[config.mk]
export PLATFORM = sky130hd
export DESIGN_NAME = proc_hazard_ctrl
export DESIGN_NICKNAME = d
export VERILOG_FILES = /design/src/rtl/proc_hazard_ctrl.sv
export SDC_FILE = /design/constraint.sdc
export NUM_CORES = 1
export LEC_CHECK = 0
export ABC_AREA = 1
export CORE_ASPECT_RATIO = 0.6
export CORE_MARGIN = 2
export CORE_UTILIZATION = 52
export DETAILED_ROUTE_END_ITERATION = 12
export HOLD_SLACK_MARGIN = 0.03
export PLACE_DENSITY = 0.86
export SLEW_MARGIN = 10
export SYNTH_ARGS = -nofsm -noshare
export SYNTH_HDL_FRONTEND = slang
export SYNTH_SLANG_ARGS = --single-unit
export TNS_END_PERCENT = 1
[constraint.sdc]
create_clock -name clk -period 6.9 [get_ports clk]
set_clock_uncertainty 0.15 [all_clocks]
set_input_delay 1.725 -clock clk [delete_from_list [all_inputs] [get_ports clk]]
set_output_delay 1.725 -clock clk [all_outputs]
set_load 0.02 [all_outputs]
[src/rtl/proc_hazard_ctrl.sv]
// proc_hazard_ctrl
//   Hazard controller for the TinyRV1 in-order pipeline. A scoreboard with one
//   entry per post-decode stage (1 = X ... NSTAGES = W) tracks in-flight
//   register writes. From it, and from the instruction currently in D, the
//   block derives the operand bypass selects, the load-use and iterative-MUL
//   stalls, the branch/jump squashes and the W-stage register-file write port.
//
// Ports
//   clk, rst           clock; synchronous active-low reset
//   d_val, d_kind      D-stage valid and class (0 ALU/ADDI, 1 LW, 2 MUL, 3 JUMP)
//   d_rs1_en/d_rs1     first source operand enable / register
//   d_rs2_en/d_rs2     second source operand enable / register
//   d_wen, d_rd        D instruction writes rd
//   x_redirect         taken branch resolved in X
//   stall_F, stall_D   hold the F and D registers
//   squash_F           kill the instruction entering D
//   squash_D           kill the instruction entering X
//   op1/op2_byp_sel    0 = register file, s = result of stage s
//   x_busy             iterative MUL still occupying X
//   rf_wen_W           W-stage write enable
//   rf_waddr_W         W-stage write address
module proc_hazard_ctrl #(
  parameter int NSTAGES = 3,
  parameter int NREGS   = 32,
  parameter int MUL_LAT = 1,
  localparam int AW = $clog2(NREGS),
  localparam int BW = $clog2(NSTAGES + 1)
) (
  input  logic          clk,
  input  logic          rst,
  input  logic          d_val,
  input  logic [1:0]    d_kind,
  input  logic          d_rs1_en,
  input  logic          d_rs2_en,
  input  logic [AW-1:0] d_rs1,
  input  logic [AW-1:0] d_rs2,
  input  logic [AW-1:0] d_rd,
  input  logic          d_wen,
  input  logic          x_redirect,
  output logic          stall_F,
  output logic          stall_D,
  output logic          squash_F,
  output logic          squash_D,
  output logic [BW-1:0] op1_byp_sel,
  output logic [BW-1:0] op2_byp_sel,
  output logic          x_busy,
  output logic          rf_wen_W,
  output logic [AW-1:0] rf_waddr_W
);

  localparam logic [1:0] K_ALU = 2'd0;
  localparam logic [1:0] K_LW  = 2'd1;
  localparam logic [1:0] K_MUL = 2'd2;
  localparam logic [1:0] K_JMP = 2'd3;

  // The counter only has to hold MUL_LAT-1; keep it at least one bit wide.
  localparam int CW = (MUL_LAT > 1) ? $clog2(MUL_LAT) : 1;

  // Scoreboard, indexed by stage number.
  logic          sb_val [1:NSTAGES];
  logic          sb_wen [1:NSTAGES];
  logic [AW-1:0] sb_rd  [1:NSTAGES];
  logic [BW-1:0] sb_rdy [1:NSTAGES];

  logic [CW-1:0] mul_cnt;

  logic          raw1, raw2;
  logic [BW-1:0] sel1, sel2;
  logic          issue;
  logic [BW-1:0] new_rdy;

  // Returns {raw_hazard, byp_sel} for one source operand. The loop walks
  // from the oldest stage to the youngest so the youngest match is the one
  // left standing; a not-yet-ready youngest match therefore stalls even when
  // an older stage holds a ready copy of the same register.
  function automatic logic [BW:0] lookup(input logic en, input logic [AW-1:0] rs);
    logic          hit;
    logic [BW-1:0] s_hit;
    logic [BW-1:0] rdy_hit;
    hit     = 1'b0;
    s_hit   = '0;
    rdy_hit = '0;
    for (int s = NSTAGES; s >= 1; s--) begin
      if (sb_val[s] && sb_wen[s] && (sb_rd[s] == rs)) begin
        hit     = 1'b1;
        s_hit   = BW'(s);
        rdy_hit = sb_rdy[s];
      end
    end
    if (!en || (rs == '0) || !hit) begin
      return '0;
    end else if (s_hit >= rdy_hit) begin
      return {1'b0, s_hit};
    end else begin
      return {1'b1, {BW{1'b0}}};
    end
  endfunction

  always_comb begin
    {raw1, sel1} = lookup(d_val & d_rs1_en, d_rs1);
    {raw2, sel2} = lookup(d_val & d_rs2_en, d_rs2);
  end

  assign x_busy      = (mul_cnt != '0);
  // A taken branch kills D anyway, so it overrides any stall D would raise.
  assign stall_D     = (raw1 | raw2 | (d_val & x_busy)) & ~x_redirect;
  assign stall_F     = stall_D;
  assign squash_D    = x_redirect;
  // A jump only redirects fetch once it actually leaves D.
  assign squash_F    = x_redirect | (d_val & (d_kind == K_JMP) & ~stall_D);
  assign op1_byp_sel = sel1;
  assign op2_byp_sel = sel2;
  assign rf_wen_W    = sb_val[NSTAGES] & sb_wen[NSTAGES];
  assign rf_waddr_W  = sb_rd[NSTAGES];

  assign issue   = d_val & ~stall_D & ~squash_D;
  // Loads are first bypassable from stage 2; everything else from X.
  assign new_rdy = (d_kind == K_LW) ? BW'(2) : BW'(1);

  // Scoreboard advance and MUL occupancy counter
  always_ff @(posedge clk) begin
    if (!rst) begin
      for (int s = 1; s <= NSTAGES; s++) begin
        sb_val[s] <= 1'b0;
        sb_wen[s] <= 1'b0;
        sb_rd[s]  <= '0;
        sb_rdy[s] <= '0;
      end
      mul_cnt <= '0;
    end else begin
      for (int s = NSTAGES; s >= 3; s--) begin
        sb_val[s] <= sb_val[s-1];
        sb_wen[s] <= sb_wen[s-1];
        sb_rd[s]  <= sb_rd[s-1];
        sb_rdy[s] <= sb_rdy[s-1];
      end
      if (x_busy) begin
        // MUL stays in X; a bubble drains into stage 2 behind it.
        sb_val[2] <= 1'b0;
        sb_wen[2] <= 1'b0;
        sb_rd[2]  <= '0;
        sb_rdy[2] <= '0;
      end else begin
        sb_val[2] <= sb_val[1];
        sb_wen[2] <= sb_wen[1];
        sb_rd[2]  <= sb_rd[1];
        sb_rdy[2] <= sb_rdy[1];
        if (issue) begin
          sb_val[1] <= 1'b1;
          sb_wen[1] <= d_wen;
          sb_rd[1]  <= d_rd;
          sb_rdy[1] <= new_rdy;
        end else begin
          sb_val[1] <= 1'b0;
          sb_wen[1] <= 1'b0;
          sb_rd[1]  <= '0;
          sb_rdy[1] <= '0;
        end
      end
      if (mul_cnt != '0) begin
        mul_cnt <= mul_cnt - 1'b1;
      end else if ((MUL_LAT > 1) && issue && (d_kind == K_MUL)) begin
        mul_cnt <= CW'(MUL_LAT - 1);
      end
    end
  end

  // K_ALU documents the encoding; the datapath treats it as the default class.
  logic unused_kind;
  assign unused_kind = (K_ALU == 2'd0);

endmodule

==> metrics.cfg <==
[floorplanning]
start_util_pct = 53.70
rows = 17
io_pins = 39
core_sq_um = 3616
dieArea_sq_um = 4255
die_x_microns = 82.89
fp.dieH_microns = 51.34

[clock_tree]
cts_num_sinks = 28
cts_made_buffers = 3
cts_setup_buffers = 0
clk_pin_slew_ns = 0.11
postCtsHoldBufs = 0
clockBufferDepth = 2
cts_tree = yes
worstSkewPairLatency_ns = 0.29
root_buffer = clkbuf_8
htree_levels = 1

[flow_run]
drv_cap = 0

[setup_path]
worst-r2r-setup-slack_ns = 4.17
r2r-end = sb_rd[0][8]
cp_common_cell = nand2_1
critPathSlowestCell = clkdlybuf4s50_1
endpoint_kind = output port
crit_path_start_kind = input port
crit_family = buffers and inverters
reg2reg_depth = 15
worst_path_largest_cell_delay_ns = 0.60
required_ns = 5.03
critical_path_arrival_ns = 4.76
crit_chain = clkdlybuf4s50_1 -> inv_1 -> nand2_1 -> nand2_1 -> nor2_1 -> nand4_1 -> inv_1 -> nand2_1 -> a22oi_1 -> ha_1 -> o21ai_0 -> nand2_1 -> nor2_1 -> nand2_1 -> nand3_2 -> nand2_2 -> inv_1 -> clkdlybuf4s50_1
r2r_start = sb_rd[0][11]
crit_type = in2out
cp_num_buf_inv = 5
critical_path.max_fanout = 5

[layout]
multiInputGateArea_sq_um = 890.9
fin_cells = 381
nNetsFinal = 363
antenna_cells = 0
area_delta_synth_final_pct = 23.52
utilization_pct = 66.33
ff_latch_area_sq_um = 740.7
drive_above_1_share_pct = 3.293
fin_area_sq_um = 2399
fillerInstances = 310

[global_route]
overflow = 0
grt_pass1_wl_microns = 7300
antenna_found_initial = 0
grtUsageTotal_pct = 22.04
grt_max_degree = 17
grt_pass1_vias = 1619

[logic_synthesis]
async_reset_ff_share_pct = 0
syn-cell-area_sq_um = 1942
synth-edff-count = 18
yosys.area.top_type = edfxtp_1
synth_area_leaders = edfxtp_1, nand2_1, inv_1
syn-instance-count = 293
ys_warn_count = 0
ys_seq_area_share_pct = 38.14
yosysUniqueCellTypes = 24
ys_ff_latch = 28
synth_top_flop_cell = edfxtp_1
synth_top_area_share_pct = 27.84
synth_area_per_cell_sq_um = 6.628

[routing]
vias = 1833
drc = 0
drtAntennaViolNets = 0
avgRoutedWirePerCell_microns = 11.50
drt_iter0_markers = 192
viasPerCell = 4.811
firstDrtPassIters = 4
routed_wl_microns = 4381

[place]
globalplace.congestion = 0.9914
dp_cells = 377
dp_hpwl_microns = 3549
io_buffer_count = 38
dpl_cell_area_sq_um = 2322

[sta]
rsz0062_at_grt = false
tns_ns = 0
drv_slew = 0
fin_crit_ns = 6.636
fmax_mhz = 150.7
finalCritPeriodShare_pct = 96.17
hold_viol_final = 0
setup_violations = 0

[pwr]
p_per_area_nw_per_um2 = 164.9
finalPower_uw = 395.6
peakVddDrop_mv = 0.1237
power.leakage_uw = 0.001291

[min_path]
holdPathEnd = sb_rdy[0][7]
hold_depth = 2
hold_class = reg2reg
worst_hold_startpoint = sb_rdy[0][5]

[outcome]
outcome = finished clean

[Yosys cell counts, types with 3 or more instances]
cell type  instances
inv_1             66
dfxtp_1           10
nand2_1           87
xor2_1             3
nand3_2            5
ha_1               4
edfxtp_1          18
nor2_1            53
a21oi_1            4
o21ai_0            8
nand4_1            3
buf_4              7
nand3_1           11
[registers in the layout, indices dropped and copies added (netlist names)]
| signal | cells |
|---|---|
| sb_val | 3 |
| x_busy | 1 |
| sb_rd | 15 |
| sb_rdy | 6 |
| sb_wen | 3 |
[cell families after synthesis]
family          count (synthesis)  synth area share (%)
flops                          28                 38.14
simple gates                  163                 35.18
fa+ha+maj                       4                 2.577
compound gates                 17                 4.832
buf+inv                        76                 17.53
xor+xnor                        3                 1.353
other cells                     2                0.3867
[through the flow]
stage          worst slack [ns]  hold slack [ns]
6_report                 0.2644           0.3017
2_1_floorplan             1.534           0.2786
3_3_place_gp             0.3590           0.2833
4_1_cts                  0.2972           0.3035
3_5_place_dp             0.3174           0.2940
5_1_grt                 0.01024           0.3438
[where the power goes]
group          internal (uW)  switching (uW)  total, uW
sequential               187            7.64        195
clock                   77.8            56.0        134
combinational           28.8            37.9       66.7
total                    294             102        396
[metal layers]
metal / track usage, % / share of wire (%) / wire length [microns]
met1: 30.61 / 48 / 2095
met2: 35.75 / 41 / 1791
met3: 5.654 / 11 / 476
met4: 3.279 / 0.39 / 17
met5: 0 / 0 / 0
[final cells by class]
| cell class | instances | area share (%) |
|---|---|---|
| multi-input combinational | 197 | 37.14 |
| sequential | 28 | 30.88 |
| timing repair buffer | 38 | 16.07 |
| inverter | 67 | 10.49 |
| tap | 47 | 2.452 |
| clock buffer | 3 | 1.721 |
| clock inverter | 1 | 1.252 |
[how the worst max path moves through the flow]
| stage | start | to | slack (ns) | cells past startpoint |
|---|---|---|---|---|
| 6_report | d_rs2[3] | stall_F | 0.26 | 18 |
| 5_1_grt | d_rs2[3] | stall_F | 0.01 | 18 |
| 4_1_cts | d_rs2[3] | stall_D | 0.30 | 18 |
| 3_5_place_dp | d_rs2[3] | stall_D | 0.32 | 18 |
| 3_3_place_gp | d_rs1[1] | stall_F | 0.36 | 18 |
| 2_1_floorplan | d_rs2[1] | stall_F | 1.53 | 18 |
[cell usage in the layout, fill, tap and decap left out]
cell type        instances
conb_1                  10
nor2_1                  53
nand3_1                 11
a21oi_1                  4
a22oi_1                  2
dfxtp_1                 10
clkdlybuf4s50_1         36
dlymetal6s2s_1           2
xor2_1                   3
o211ai_1                 1
nand3_4                  1
o21ai_0                  8
nand2_2                  1
clkinv_1                 1
nor3_1                   2
nand2_1                 87
inv_1                   66
nand3_2                  5
bufinv_16                1
nand4_1                  3
o22ai_1                  1
ha_1                     4
edfxtp_1                18
clkbuf_8                 3
o21ai_1                  1
[worst register-to-register path, delay by kind of cell (launching register included)]
kind | cells | cell delay (ns)
simple gates | 11 | 1.11
compound gates | 2 | 0.31
flops | 1 | 0.49
xor+xnor | 1 | 0.18
fa+ha+maj | 1 | 0.26
[repair_timing]
action	in CTS	in global routing
resized for setup	0	2
endpoints found under the setup margin	0	1
hold endpoints to repair	0	0
Power figures use the tool's default switching activity.
